[src/rtl/adam_periph_spi_target_if.sv]
// rtl/adam_periph_spi_target_if.sv - register access bus between the SPI target and a register file
interface adam_periph_spi_target_if #(
  parameter int ADDR_WIDTH = 7
);
  logic                  reg_req;
  logic                  reg_we;
  logic [ADDR_WIDTH-1:0] reg_addr;
  logic [7:0]            reg_wdata;
  logic                  reg_gnt;
  logic                  reg_rvalid;
  logic [7:0]            reg_rdata;

  modport master (
    output reg_req, reg_we, reg_addr, reg_wdata,
    input  reg_gnt, reg_rvalid, reg_rdata
  );

  modport slave (
    input  reg_req, reg_we, reg_addr, reg_wdata,
    output reg_gnt, reg_rvalid, reg_rdata
  );
endinterface

[src/rtl/adam_periph_spi_target.sv]
// rtl/adam_periph_spi_target.sv - SPI target bridging framed SPI transfers onto a register bus
module adam_periph_spi_target #(
  parameter int SYNC_STAGES = 2,
  parameter int ADDR_WIDTH  = 7
) (
  input  logic                     clk,
  input  logic                     rst_n,
  input  logic                     enable,
  input  logic                     clock_polarity,
  input  logic                     clock_phase,
  input  logic                     data_order,
  input  logic                     sclk_i,
  input  logic                     ss_n_i,
  input  logic                     mosi_i,
  output logic                     miso_o,
  output logic                     miso_oe,
  adam_periph_spi_target_if.master bus,
  output logic                     busy,
  output logic                     err
);

  typedef enum logic [1:0] {
    ST_IDLE,
    ST_CMD,
    ST_WRITE,
    ST_READ
  } state_e;

  state_e                 state_q, state_d;
  logic [SYNC_STAGES-1:0] sclk_sync_q, sclk_sync_d;
  logic [SYNC_STAGES-1:0] ss_sync_q, ss_sync_d;
  logic [SYNC_STAGES-1:0] mosi_sync_q, mosi_sync_d;
  logic                   sclk_prev_q, sclk_prev_d;
  logic                   ss_prev_q, ss_prev_d;
  logic [2:0]             bit_cnt_q, bit_cnt_d;
  logic [7:0]             rx_shift_q, rx_shift_d;
  logic [7:0]             tx_shift_q, tx_shift_d;
  logic [7:0]             tx_buf_q, tx_buf_d;
  logic                   tx_valid_q, tx_valid_d;
  logic                   rd_wait_q, rd_wait_d;
  logic                   req_q, req_d;
  logic                   we_q, we_d;
  logic [ADDR_WIDTH-1:0]  addr_q, addr_d;
  logic [7:0]             wdata_q, wdata_d;
  logic                   oe_q, oe_d;
  logic                   err_q, err_d;

  logic                   sclk_s, ss_s, mosi_s;
  logic                   sclk_rise, sclk_fall, lead_edge, trail_edge;
  logic                   in_frame, sample_edge, shift_edge;
  logic                   ss_fall, ss_rise, abort;
  logic                   byte_done, load_point, gnt_hit;
  logic [7:0]             rx_next;
  logic [ADDR_WIDTH-1:0]  addr_adv;

  assign sclk_s = sclk_sync_q[SYNC_STAGES-1];
  assign ss_s   = ss_sync_q[SYNC_STAGES-1];
  assign mosi_s = mosi_sync_q[SYNC_STAGES-1];

  assign sclk_rise  = sclk_s & ~sclk_prev_q;
  assign sclk_fall  = ~sclk_s & sclk_prev_q;
  assign lead_edge  = clock_polarity ? sclk_fall : sclk_rise;
  assign trail_edge = clock_polarity ? sclk_rise : sclk_fall;

  assign in_frame    = (state_q != ST_IDLE);
  assign sample_edge = in_frame & (clock_phase ? trail_edge : lead_edge);
  assign shift_edge  = in_frame & (clock_phase ? lead_edge : trail_edge);

  assign ss_fall = ss_prev_q & ~ss_s;
  assign ss_rise = ~ss_prev_q & ss_s;
  assign abort   = in_frame & (ss_rise | ~enable);

  assign rx_next    = data_order ? {rx_shift_q[6:0], mosi_s} : {mosi_s, rx_shift_q[7:1]};
  assign byte_done  = sample_edge & (bit_cnt_q == 3'd7);
  // The shift edge seen with a zero bit count is the first shift of a new byte.
  assign load_point = shift_edge & (bit_cnt_q == 3'd0);
  assign gnt_hit    = req_q & bus.reg_gnt;
  assign addr_adv   = gnt_hit ? addr_q + ADDR_WIDTH'(1) : addr_q;

  always_comb begin
    sclk_sync_d = {sclk_sync_q[SYNC_STAGES-2:0], sclk_i};
    ss_sync_d   = {ss_sync_q[SYNC_STAGES-2:0], ss_n_i};
    mosi_sync_d = {mosi_sync_q[SYNC_STAGES-2:0], mosi_i};
    sclk_prev_d = sclk_s;
    ss_prev_d   = ss_s;
    state_d     = state_q;
    bit_cnt_d   = bit_cnt_q;
    rx_shift_d  = rx_shift_q;
    tx_shift_d  = tx_shift_q;
    tx_buf_d    = tx_buf_q;
    tx_valid_d  = tx_valid_q;
    req_d       = req_q;
    we_d        = we_q;
    addr_d      = addr_adv;
    wdata_d     = wdata_q;
    oe_d        = enable & ~ss_s;
    err_d       = 1'b0;

    if (gnt_hit) begin
      req_d = 1'b0;
    end

    // Only responses to reads granted inside the current READ frame reach the buffer.
    rd_wait_d = (rd_wait_q & ~bus.reg_rvalid) | (gnt_hit & ~we_q & (state_q == ST_READ));
    if (rd_wait_q && bus.reg_rvalid && (state_q == ST_READ)) begin
      tx_buf_d   = bus.reg_rdata;
      tx_valid_d = 1'b1;
    end

    if (abort) begin
      state_d    = ST_IDLE;
      err_d      = ss_rise & enable & (bit_cnt_q != 3'd0);
      bit_cnt_d  = 3'd0;
      tx_shift_d = 8'h00;
      tx_valid_d = 1'b0;
      rd_wait_d  = 1'b0;
    end else if (state_q == ST_IDLE) begin
      if (enable && ss_fall) begin
        state_d    = ST_CMD;
        bit_cnt_d  = 3'd0;
        tx_shift_d = 8'h00;
        tx_valid_d = 1'b0;
        rd_wait_d  = 1'b0;
      end
    end else begin
      if (sample_edge) begin
        rx_shift_d = rx_next;
        bit_cnt_d  = bit_cnt_q + 3'd1;
      end

      if (byte_done) begin
        case (state_q)
          ST_CMD: begin
            addr_d = rx_next[ADDR_WIDTH-1:0];
            if (rx_next[7]) begin
              state_d = ST_WRITE;
            end else begin
              state_d = ST_READ;
              req_d   = 1'b1;
              we_d    = 1'b0;
            end
          end
          ST_WRITE: begin
            if (req_q && !bus.reg_gnt) begin
              err_d = 1'b1;
            end else begin
              req_d   = 1'b1;
              we_d    = 1'b1;
              wdata_d = rx_next;
            end
          end
          default: ;
        endcase
      end

      if (shift_edge) begin
        if (load_point) begin
          if (state_q == ST_READ) begin
            if (tx_valid_q) begin
              tx_shift_d = tx_buf_q;
            end else begin
              tx_shift_d = 8'hFF;
              err_d      = 1'b1;
            end
            tx_valid_d = 1'b0;
            if (!req_q) begin
              req_d = 1'b1;
              we_d  = 1'b0;
            end
          end else begin
            tx_shift_d = 8'h00;
          end
        end else begin
          tx_shift_d = data_order ? {tx_shift_q[6:0], 1'b0} : {1'b0, tx_shift_q[7:1]};
        end
      end
    end
  end

  always_ff @(posedge clk or negedge rst_n) begin
    if (!rst_n) begin
      state_q     <= ST_IDLE;
      sclk_sync_q <= '0;
      ss_sync_q   <= '1;
      mosi_sync_q <= '0;
      sclk_prev_q <= 1'b0;
      ss_prev_q   <= 1'b1;
      bit_cnt_q   <= 3'd0;
      rx_shift_q  <= 8'h00;
      tx_shift_q  <= 8'h00;
      tx_buf_q    <= 8'h00;
      tx_valid_q  <= 1'b0;
      rd_wait_q   <= 1'b0;
      req_q       <= 1'b0;
      we_q        <= 1'b0;
      addr_q      <= '0;
      wdata_q     <= 8'h00;
      oe_q        <= 1'b0;
      err_q       <= 1'b0;
    end else begin
      state_q     <= state_d;
      sclk_sync_q <= sclk_sync_d;
      ss_sync_q   <= ss_sync_d;
      mosi_sync_q <= mosi_sync_d;
      sclk_prev_q <= sclk_prev_d;
      ss_prev_q   <= ss_prev_d;
      bit_cnt_q   <= bit_cnt_d;
      rx_shift_q  <= rx_shift_d;
      tx_shift_q  <= tx_shift_d;
      tx_buf_q    <= tx_buf_d;
      tx_valid_q  <= tx_valid_d;
      rd_wait_q   <= rd_wait_d;
      req_q       <= req_d;
      we_q        <= we_d;
      addr_q      <= addr_d;
      wdata_q     <= wdata_d;
      oe_q        <= oe_d;
      err_q       <= err_d;
    end
  end

  assign miso_o        = oe_q & (data_order ? tx_shift_q[7] : tx_shift_q[0]);
  assign miso_oe       = oe_q;
  assign busy          = in_frame | req_q;
  assign err           = err_q;
  assign bus.reg_req   = req_q;
  assign bus.reg_we    = we_q;
  assign bus.reg_addr  = addr_q;
  assign bus.reg_wdata = wdata_q;

endmodule

[src/flat_wrapper.sv]
// flat-port wrapper written by rule: the top's interface ports become plain ports
module adam_periph_spi_target_flat 
#(
  parameter int SYNC_STAGES = 2,
  parameter int ADDR_WIDTH  = 7
)
  (clk, rst_n, enable, clock_polarity, clock_phase, data_order, sclk_i, ss_n_i, mosi_i, miso_o, miso_oe, busy, err, bus_reg_req, bus_reg_we, bus_reg_addr, bus_reg_wdata, bus_reg_gnt, bus_reg_rvalid, bus_reg_rdata);
  adam_periph_spi_target_if #(.ADDR_WIDTH(ADDR_WIDTH)) bus_i ();
  input  logic clk;
  input  logic rst_n;
  input  logic enable;
  input  logic clock_polarity;
  input  logic clock_phase;
  input  logic data_order;
  input  logic sclk_i;
  input  logic ss_n_i;
  input  logic mosi_i;
  output logic miso_o;
  output logic miso_oe;
  output logic busy;
  output logic err;
  output wire logic [$bits(bus_i.reg_req)-1:0] bus_reg_req;
  output wire logic [$bits(bus_i.reg_we)-1:0] bus_reg_we;
  output wire logic [$bits(bus_i.reg_addr)-1:0] bus_reg_addr;
  output wire logic [$bits(bus_i.reg_wdata)-1:0] bus_reg_wdata;
  input wire logic [$bits(bus_i.reg_gnt)-1:0] bus_reg_gnt;
  input wire logic [$bits(bus_i.reg_rvalid)-1:0] bus_reg_rvalid;
  input wire logic [$bits(bus_i.reg_rdata)-1:0] bus_reg_rdata;
  assign bus_reg_req = bus_i.reg_req;
  assign bus_reg_we = bus_i.reg_we;
  assign bus_reg_addr = bus_i.reg_addr;
  assign bus_reg_wdata = bus_i.reg_wdata;
  assign bus_i.reg_gnt = bus_reg_gnt;
  assign bus_i.reg_rvalid = bus_reg_rvalid;
  assign bus_i.reg_rdata = bus_reg_rdata;
  adam_periph_spi_target #(.SYNC_STAGES(SYNC_STAGES), .ADDR_WIDTH(ADDR_WIDTH)) u_core (.clk(clk), .rst_n(rst_n), .enable(enable), .clock_polarity(clock_polarity), .clock_phase(clock_phase), .data_order(data_order), .sclk_i(sclk_i), .ss_n_i(ss_n_i), .mosi_i(mosi_i), .miso_o(miso_o), .miso_oe(miso_oe), .bus(bus_i), .busy(busy), .err(err));
endmodule
[config.mk]
export PLATFORM = sky130hd
export DESIGN_NAME = adam_periph_spi_target_flat
export DESIGN_NICKNAME = d
export VERILOG_FILES = /design/src/rtl/adam_periph_spi_target_if.sv /design/src/rtl/adam_periph_spi_target.sv /design/src/flat_wrapper.sv
export SDC_FILE = /design/constraint.sdc
export NUM_CORES = 1
export LEC_CHECK = 0
export CAP_MARGIN = 20
export CELL_PAD_IN_SITES_DETAIL_PLACEMENT = 1
export CELL_PAD_IN_SITES_GLOBAL_PLACEMENT = 1
export CORE_MARGIN = 2
export CORE_UTILIZATION = 43
export DETAILED_ROUTE_END_ITERATION = 16
export GPL_TIMING_DRIVEN = 0
export HOLD_SLACK_MARGIN = 0.12
export PLACE_DENSITY = 0.84
export SLEW_MARGIN = 20
export SYNTH_ARGS = -nofsm -noshare
export SYNTH_HDL_FRONTEND = slang
export SYNTH_SLANG_ARGS = --single-unit
export TNS_END_PERCENT = 20
[constraint.sdc]
create_clock -name clk -period 4 [get_ports clk]
set_input_delay 1 -clock clk [delete_from_list [all_inputs] [get_ports clk]]
set_output_delay 1 -clock clk [all_outputs]
set_load 0.02 [all_outputs]
== Word-level counts from Yosys, hierarchy flattened ==
Index checks and enable logic that the tools add are counted.
Widths: inputs -> output; s select.

* Register bits after elaboration: 58
* Latch bits: 0
* RAM bits: 0
* ROM bits: 0
* Input bits: 19
* Output and inout bits: 21
* Logic and storage cells: 141
* Memories kept: 0

* Add/sub/neg operators: 2
* Multipliers: 0
* Div/mod/pow operators: 0
* Magnitude comparators: 0
* Eq/ne operators: 5
* Shifts and indexed selects: 0
* Mux-type cells: 67
* Bitwise operators: 30
* Reduce and logical (&&, ||, !) cells: 19

{| class="wikitable"
|+ Operator list
! operator !! number
|-
| $mux 8 || 9
|-
| $mux 1 || 42
|-
| $mux 7 || 5
|-
| $and 1x1->1 || 17
|-
| $reduce_bool 3->1 || 5
|-
| $mux 3 || 4
|-
| $mux 2 || 5
|-
| $not 1->1 || 10
|-
| $add 7x1->7 const B || 1
|-
| $reduce_and 2->1 || 3
|-
| $reduce_and 3->1 || 2
|-
| $reduce_and 5->1 || 1
|-
| $eq 2x2->1 const B || 2
|-
| $logic_and 1x1->1 || 4
|-
| $pmux 1 s2 || 2
|-
| $add 3x1->3 const B || 1
|-
| $eq 3x3->1 const B || 1
|-
| $logic_not 3->1 || 1
|-
| $ne 3x2->1 const B || 1
|-
| $or 1x1->1 || 3
|-
| $eq 2x1->1 const B || 1
|-
| $logic_not 2->1 || 1
|-
| $reduce_bool 2->1 || 1
|-
| $logic_not 1->1 || 1
|}

== Depth between registers and ports, before layout ==
Gate-level depths: netlist of run 1.

* Depth after elaboration: 13
* Mapped depth: 8
* Mapped depth without buffers: 7

== Worst setup path before layout of run 1 ==
No wires, ideal clock.

* Path kind: input -> output
* From: input port data_order
* To: output port miso_o
* Arrival: 2.017 ns
* Data required time: 3.000 ns
* Path slack: 0.983 ns
* Stages on the path: 4
* Path buffers: 2
* Path through: clkbuf_1 > buf_2 > mux2i_1 > nor2b_1

* Word-level cells in the longest chain between the ends: 2

{| class="wikitable"
|+ RTL lines
! what !! RTL line !! RTL
|-
| start: declaration || flat_wrapper.sv:14 || <nowiki>input logic data_order;</nowiki>
|-
| $mux 1 || adam_periph_spi_target.sv:222 || <nowiki>assign miso_o = oe_q & (data_order ? tx_shift_q[7] : tx_shift_q[0]);</nowiki>
|-
| $and 1x1->1 || adam_periph_spi_target.sv:222 ||
|-
| end: declaration || flat_wrapper.sv:18 || <nowiki>output logic miso_o;</nowiki>
|}

Every way passes these cells.

== Final worst setup path of run 1 ==
Same ends and word-level chain as after synthesis.

==> impl_metrics.yaml, run 1 <==
clock_network:
  clk_path_buf_depth: 2
  htree_levels: 3
  path_clk_slew_ns: 0.06
  cts-root-buf: "clkbuf_8"
  clk_latency_ns: 0.35
  clkSinkCount: 58
  cts_tree: "yes"
  post_cts_buffers: 0
  cts_hold_buf: 0
  cts_buffers: 9
  cts_resized: 0
final_layout:
  fill_cells: 673
  nNetsFinal: 329
  diodes: 0
  final_util_pct: 55.9
  syn_to_final_growth_pct: 26.4
  drive_gt1_share_pct: 15.7
worst_setup_path:
  critPathMaxFanout: 10
  crit_buf_inv: 3
  critPathRequiredTime_ns: 3.00
  rrSetupSlack_ns: 1.65
  r2r_cells: 8
  cp_num_cells: 5
  crit_chain: "clkbuf_1 > buf_2 > mux2i_1 > nor2b_1 > clkdlybuf4s50_1"
  critPathTopFamily: "buffers and inverters"
  slowest_delay_ns: 0.53
  end_kind: "output pin"
  start_kind: "input pin"
  reg2reg_from: "u_core.state_q[0]$_DFFE_PN0P_"
  arrival_ns: 2.63
  r2r_end: "u_core.bus.reg_wdata[5]$_DFFE_PN0P_"
  critPathKind: "in -> out"
  worst_path_max_delay_cell: "clkdlybuf4s50_1"
timing:
  maxSlewHeadroom_pct: 63.2
  setup_violations: 0
  setup_ws_ns: 0.373
  fin_skew_ns: 0.0115
  tightest_slew_ns: 0.551
  hold_slack_ns: 0.351
  min_period_over_period_pct: 90.7
  maxSlewViolCount: 0
  rsz0062_at_grt: "no"
  fin_crit_ns: 3.63
  fmax_ghz: 0.276
  report.final.hold_viol_count: 0
  tns_ns: 0
power:
  pwr-share-clk_pct: 39.8
  power.total_mw: 1.68
  seq_power_share_pct: 40.6
  peakVddDrop_v: 0.000380
  switching_power_mw: 0.490
  power_frac_comb_pct: 19.6
  powerDensity_nw_per_um2: 472
  p_int_mw: 1.19
  p_leak_nw: 1.59
  p_sw_share_pct: 29.2
floorplan:
  die_h_um: 84.8
  core_um2: 6350
  die_area_um2: 7200
  die_w_um: 84.8
  rows: 29
  start_util_pct: 44.2
  pin_count: 40
grt:
  grt_first_pass_wirelength_um: 11400
  overflow: 0
  track_usage_pct: 20.4
  antenna_found_initial: 0
  grt_pass1_vias: 2290
  grt_max_degree: 59
routing:
  routed-via-count: 2068
  wirelength_um: 6780
  first_iter_violations: 88
  firstDrtPassIters: 4
  via_per_inst: 5.41
  detail_route.wl_per_cell_um: 17.7
  route.antenna.remaining_nets: 0
  route.detailed.drc: 0
logic_synthesis:
  synth_area_leaders: "dfrtp_1, mux2_2, mux2i_1, ha_1, a21oi_1"
  synth_area_um2: 2810
  synth-main-ff-cell: "dfrtp_1"
  syn_nets: 279
  synth_top_area_share_pct: 49.0
  ys_types: 38
  synth_edf_count: 0
  synth.avg_cell_area_um2: 11.2
  yosysWarnings: 0
  ys_ff_latch: 58
  async_reset_ff_share_pct: 100
  synth_seq_area_share_pct: 51.8
  synth_top_area_cell: "dfrtp_1"
  synth_commonest_cells: "dfrtp_1, nor2_1, a21oi_1"
  yosysMostFrequentCell: "dfrtp_1"
  syn_inst: 251
flow_run:
  drv_cap: 0
min_path:
  hp-class: "reg -> reg"
  min_path_cells: 0
  min_to: "u_core.sclk_sync_q[1]$_DFF_PN0_"
  hp-start: "u_core.sclk_sync_q[0]$_DFF_PN0_"
placement:
  gp_congestion: 0.793
  portBuffers: 38
  hpwl_um: 4670
  dp_slack_ns: 0.357
outcome:
  outcome: "completed"
## how the worst max path moves through the flow
stage,start,end,slack (ns)
finish,data_order,miso_o,0.37
global route,data_order,miso_o,0.28
CTS,data_order,miso_o,0.35
detailed placement,data_order,miso_o,0.36
global placement,rst_n,u_core.mosi_sync_q[0]$_DFF_PN0_,0.11
floorplan,data_order,miso_o,0.98
## flip-flops by register name (all words and copies together) (netlist names), 2 cells and up
signal,count
u_core.bus.reg_wdata,8
u_core.rx_shift_q,8
u_core.tx_buf_q,8
u_core.tx_shift_q,8
u_core.bus.reg_addr,7
u_core.bit_cnt_q,3
u_core.mosi_sync_q,2
u_core.sclk_sync_q,2
u_core.ss_sync_q,2
u_core.state_q,2
## cells by family after synthesis
kind of cell | share of synthesized area (%)
compound gates | 13.2
xor+xnor | 2.45
fa+ha+maj | 4.01
buf+inv | 2.45
flops | 51.8
mux | 13.4
simple gates | 12.7
## layout by cell type (no fill, tap or decap), drive strengths merged
cell type      Yosys  layout
dfrtp             55      55
clkdlybuf4s50      0      37
nor2              23      23
a21oi             19      19
mux2i             18      18
mux2              17      17
o21ai             17      17
clkbuf             6      16
nand2             10      10
a22o              10      10
ha                 9       9
inv                7       7
nand3              7       7
nor2b              7       7
nand2b             6       6
buf                4       6
and3               5       5
xor2               4       4
a31oi              3       3
bufinv             0       3
dfstp              3       3
xnor2              3       3
and2               2       2
nor3b              2       2
nand4              2       2
o32ai              2       2
a21boi             1       1
or4b               1       1
o31ai              1       1
o22ai              1       1
o31a               1       1
a2bb2oi            1       1
nor4               1       1
o21a               1       1
o21bai             1       1
nand3b             1       1
clkinvlp           0       1
clkinv             0       1
## metrics by stage
stage	cells	instance area, um^2
after floorplan	251	2810
after global placement	366	3290
after detailed placement	367	3310
after CTS	382	3550
after global routing	382	3550
final	382	3550
## cell type report
cell class	instances	area [um^2]	share of cell area, %
clock buffers	10	138	3.88
plain buffers	10	42.5	1.20
repair buffers	39	405	11.4
clock inverters	5	103	2.89
multi-input cells	176	1280	36.2
inverters	7	26.3	0.740
well taps	77	96.3	2.71
flip-flops and latches	58	1460	41.0
## layer usage
metal	wire, um	vias up	part of all wire, %	global-route usage [%]
li1	-	987	-	-
met1	2980	1041	44	24.9
met2	3480	31	51	34.9
met3	252	9	3.7	6.91
met4	68	0	1.0	5.19
met5	0	-	0	0
## power groups by stage
stage | clock [mW] | combinational [mW] | sequential [mW]
global route | 0.702 | 0.366 | 0.689
floorplan | 0 | 0.210 | 0.680
global placement | 0 | 0.314 | 0.686
finish | 0.668 | 0.329 | 0.682
CTS | 0.681 | 0.334 | 0.682
detailed placement | 0 | 0.330 | 0.692
Note: power is estimated with default switching activity, not from simulation.
==> run 2: changes to the inputs <==
CORE_MARGIN = 5   (was 2)
CORE_UTILIZATION = 46   (was 43)
PLACE_DENSITY = 0.89   (was 0.84)
==> run 2 against run 1 <==
  * Clock power about the same
  * Routed wire length up 6.8%
  * Fmax increased by 0.98%
  * Worst setup slack better by 0.035 ns
  * Core utilization grew 3.9 points
  * Sequential power grew 0.7%
  * Non-clock buffer count stayed put
  * First-iteration DRC count decreased by 26%
  * Critical path type unchanged
  * Largest cell class unchanged
  * Highest routed layer unchanged
==> impl_metrics.yaml, run 2 (synthesis results as in run 1) <==
outcome:
  outcome: "completed"
timing:
  fmax_ghz: 0.278
  fin_crit_ns: 3.59
  report.final.hold_viol_count: 0
  maxSlewHeadroom_pct: 62.7
  tns_ns: 0
  rsz0062_at_grt: "no"
  min_period_over_period_pct: 89.8
  hold_slack_ns: 0.352
  tightest_slew_ns: 0.557
  setup_violations: 0
  fin_skew_ns: 0.00755
  setup_ws_ns: 0.408
  maxSlewViolCount: 0
worst_setup_path:
  slowest_delay_ns: 0.60
  start_kind: "input pin"
  arrival_ns: 2.59
  worst_path_max_delay_cell: "clkdlybuf4s50_1"
  critPathMaxFanout: 10
  crit_buf_inv: 3
  critPathRequiredTime_ns: 3.00
  crit_chain: "clkbuf_1 > buf_2 > mux2i_1 > nor2b_1 > clkdlybuf4s50_1"
  critPathKind: "in -> out"
  critPathTopFamily: "buffers and inverters"
  end_kind: "output pin"
clock_network:
  cts_resized: 0
  post_cts_buffers: 0
  cts_hold_buf: 0
  path_clk_slew_ns: 0.07
  cts_tree: "yes"
  clk_latency_ns: 0.35
  cts-root-buf: "clkbuf_8"
  clk_path_buf_depth: 2
  cts_buffers: 9
  htree_levels: 3
  clkSinkCount: 58
final_layout:
  drive_gt1_share_pct: 15.7
  final_util_pct: 59.8
  syn_to_final_growth_pct: 26.1
  layout_commonest_cell: "dfrtp_1"
  layout_common_cells: "dfrtp_1, clkdlybuf4s50_1, nor2_1"
  fill_cells: 634
  multi_input_area_um2: 1280
  nNetsFinal: 329
  register_area_um2: 1460
  diodes: 0
placement:
  portBuffers: 38
  gp_congestion: 0.797
  hpwl_um: 5030
  dp_slack_ns: 0.405
routing:
  routed-via-count: 2115
  wirelength_um: 7240
  firstDrtPassIters: 4
  route.antenna.remaining_nets: 0
  detail_route.wl_per_cell_um: 19.0
  route.detailed.drc: 0
  via_per_inst: 5.57
  first_iter_violations: 65
floorplan:
  die_h_um: 88.1
  die_w_um: 88.1
  core_um2: 5920
  die_area_um2: 7770
  start_util_pct: 47.4
  pin_count: 40
  rows: 28
grt:
  overflow: 0
  grt_first_pass_wirelength_um: 12400
  antenna_found_initial: 0
  grt_pass1_vias: 2459
  grt_max_degree: 41
  track_usage_pct: 21.1
flow_run:
  drv_cap: 0
min_path:
  hp-class: "reg -> reg"
power:
  powerDensity_nw_per_um2: 478
  p_leak_nw: 1.59
  peakVddDrop_v: 0.000310
==> run 2: cell counts in the layout (fill, tap and decap cells not counted) <==
Identical to the previous run, type by type.
==> run 2: worst paths after layout <==
check	cells past startpoint	to	slack (ns)	startpoint
hold / removal	0	u_core.sclk_sync_q[1]$_DFF_PN0_	0.35	u_core.sclk_sync_q[0]$_DFF_PN0_
max in group asynchronous	2	u_core.ss_prev_q$_DFF_PN1_	2.93	rst_n
setup reg to reg	8	u_core.bus.reg_wdata[5]$_DFFE_PN0P_	1.66	u_core.state_q[0]$_DFFE_PN0P_
setup / recovery	5	miso_o	0.41	data_order
hold reg to reg	0	u_core.sclk_sync_q[1]$_DFF_PN0_	0.35	u_core.sclk_sync_q[0]$_DFF_PN0_
min in group asynchronous	1	u_core.sclk_sync_q[1]$_DFF_PN0_	0.52	rst_n
==> run 2: report_power, final <==
part	leakage, nW	internal [mW]	switching, mW
Clock	0.118	0.426	0.244
Combinational	0.714	0.121	0.214
Sequential	0.753	0.640	0.0468
==> run 2: cell type report <==
cell class / count / share of cell area [%]
tap: 75 / 2.65
clock inverter: 5 / 2.90
sequential: 58 / 41.1
clock buffer: 10 / 3.89
multi-input combinational: 176 / 36.3
inverter: 7 / 0.742
buffer: 10 / 1.20
timing repair buffer: 39 / 11.2
==> run 2: metal layers <==
layer,vias to the layer above,global-route usage (%),part of all wire [%]
li1,992,-,-
met1,1074,24.0,41
met2,36,37.9,54
met3,13,7.24,3.7
met4,0,5.49,1.5
met5,-,0,0
==> run 2: metrics by stage <==
step | cells | area (um^2) | power, mW
2_1_floorplan | 251 | 2810 | 0.890
3_3_place_gp | 364 | 3280 | 1.00
3_5_place_dp | 365 | 3300 | 1.02
4_1_cts | 380 | 3540 | 1.71
5_1_grt | 380 | 3540 | 1.77
6_report | 380 | 3540 | 1.69
==> run 3: changes to the inputs <==
==> constraint.sdc (replaced) <==
create_clock -name clk -period 4 [get_ports clk]
set_input_delay 0.4 -clock clk [delete_from_list [all_inputs] [get_ports clk]]
set_output_delay 0.4 -clock clk [all_outputs]
set_load 0.02 [all_outputs]
==> run 3 against run 2 <==
  * Register-to-register slack about the same
  * Power about the same
  * Clock skew is essentially flat
  * Final cell count grew 0.26%
  * Fmax increased by 51%
  * Critical path depth did not move
  * Global-route usage unchanged
  * Count of clock-buffer cells in the layout unchanged
  * Die area did not move
  * Critical endpoint unchanged
==> impl_metrics.yaml, run 3 (synthesis results as in run 1) <==
outcome:
  outcome: "completed"
clock_network:
  cts_tree: "yes"
  cts_buffers: 9
  cts-root-buf: "clkbuf_8"
  clkSinkCount: 58
  path_clk_slew_ns: 0.07
  clk_path_buf_depth: 2
  htree_levels: 3
  clk_latency_ns: 0.35
  cts_resized: 0
timing:
  tns_ns: 0
  fin_skew_ns: 0.00757
  tightest_slew_ns: 0.559
  min_period_over_period_pct: 59.6
  setup_violations: 0
  maxSlewViolCount: 0
  rsz0062_at_grt: "no"
  fmax_ghz: 0.419
  fin_crit_ns: 2.38
  maxSlewHeadroom_pct: 62.6
  report.final.hold_viol_count: 0
worst_setup_path:
  worst_path_max_delay_cell: "clkdlybuf4s50_1"
  end_kind: "output pin"
  critPathMaxFanout: 10
  critPathKind: "in -> out"
  slowest_delay_ns: 0.60
  critPathRequiredTime_ns: 3.60
  start_kind: "input pin"
  crit_chain: "clkbuf_1 > buf_2 > mux2i_1 > nor2b_1 > clkdlybuf4s50_1"
  arrival_ns: 1.98
floorplan:
  die_area_um2: 7770
  rows: 28
  start_util_pct: 47.4
  core_um2: 5920
  die_h_um: 88.1
  pin_count: 40
  die_w_um: 88.1
routing:
  first_iter_violations: 62
  wirelength_um: 7240
  detail_route.wl_per_cell_um: 19.0
  route.detailed.drc: 0
  routed-via-count: 2110
  route.antenna.remaining_nets: 0
  via_per_inst: 5.54
  firstDrtPassIters: 4
final_layout:
  layout_common_cells: "dfrtp_1, clkdlybuf4s50_1, nor2_1"
  fill_cells: 632
  layout_commonest_cell: "dfrtp_1"
  multi_input_area_um2: 1280
  stdcell_area_um2: 3550
  syn_to_final_growth_pct: 26.4
  register_area_um2: 1460
  nNetsFinal: 330
  drive_gt1_share_pct: 15.7
  diodes: 0
power:
  p_leak_nw: 1.59
  peakVddDrop_v: 0.000311
  powerDensity_nw_per_um2: 477
grt:
  track_usage_pct: 21.1
  grt_max_degree: 41
  overflow: 0
  grt_first_pass_wirelength_um: 12400
  antenna_found_initial: 0
  grt_pass1_vias: 2459
placement:
  gp_congestion: 0.797
  post_dp_cell_area_um2: 3300
  hpwl_um: 5030
  portBuffers: 38
flow_run:
  drv_cap: 0
min_path:
  hp-class: "reg -> reg"
-- run 3: cell type report --
class / instances / area share [%]
flip-flops and latches: 58 / 41.0
clock inverters: 5 / 2.89
inverters: 7 / 0.740
plain buffers: 10 / 1.20
well taps: 75 / 2.64
clock buffers: 10 / 3.88
repair buffers: 40 / 11.5
multi-input cells: 176 / 36.2
-- run 3: repair_timing --
action	CTS	global route
buffers inserted	0	0
hold buffers	1	0
endpoints found under the hold margin	18	0
-- run 3: routing by layer --
layer,global-route usage [%],vias to the layer above,share of wire (%)
li1,-,992,-
met1,24.0,1069,41
met2,37.9,36,54
met3,7.24,13,3.6
met4,5.49,0,1.5
met5,0,-,0
-- run 3: report_power, final --
group	internal, mW	total, mW	switching (mW)
registers	0.640	0.687	0.0464
clock network	0.426	0.669	0.243
logic	0.122	0.336	0.214
total	1.19	1.69	0.504
-- run 3: path summary, 6_finish.rpt --
path / cells past startpoint / from / slack, ns / end
max: 5 / data_order / 1.62 / miso_o
min in group asynchronous: 2 / rst_n / 0.47 / u_core.sclk_sync_q[1]$_DFF_PN0_
min reg2reg: 0 / u_core.sclk_sync_q[0]$_DFF_PN0_ / 0.35 / u_core.sclk_sync_q[1]$_DFF_PN0_
max reg2reg: 8 / u_core.state_q[0]$_DFFE_PN0P_ / 1.67 / u_core.bus.reg_wdata[5]$_DFFE_PN0P_
max in group asynchronous: 3 / rst_n / 2.98 / u_core.ss_prev_q$_DFF_PN1_
min: 0 / u_core.sclk_sync_q[0]$_DFF_PN0_ / 0.35 / u_core.sclk_sync_q[1]$_DFF_PN0_
-- run 3: stage by stage --
step / hold slack, ns / worst slack, ns / instances / total power [mW] / utilization [%]
after floorplan: 0.104 / 2.04 / 251 / 0.890 / -
after global placement: 0.335 / 0.699 / 364 / 1.00 / 55.5
after detailed placement: 0.299 / 1.54 / 365 / 1.02 / 55.7
after CTS: 0.355 / 1.60 / 381 / 1.71 / 60.0
after global routing: 0.368 / 1.48 / 381 / 1.78 / 60.0
final: 0.352 / 1.62 / 381 / 1.69 / 60.0
-- run 3: worst max-delay path: cells and delay by family --
| kind | cells | cell delay (ns) |
|---|---|---|
| muxes | 1 | 0.13 |
| buffers and inverters | 3 | 1.34 |
| and+or+nand+nor | 1 | 0.11 |
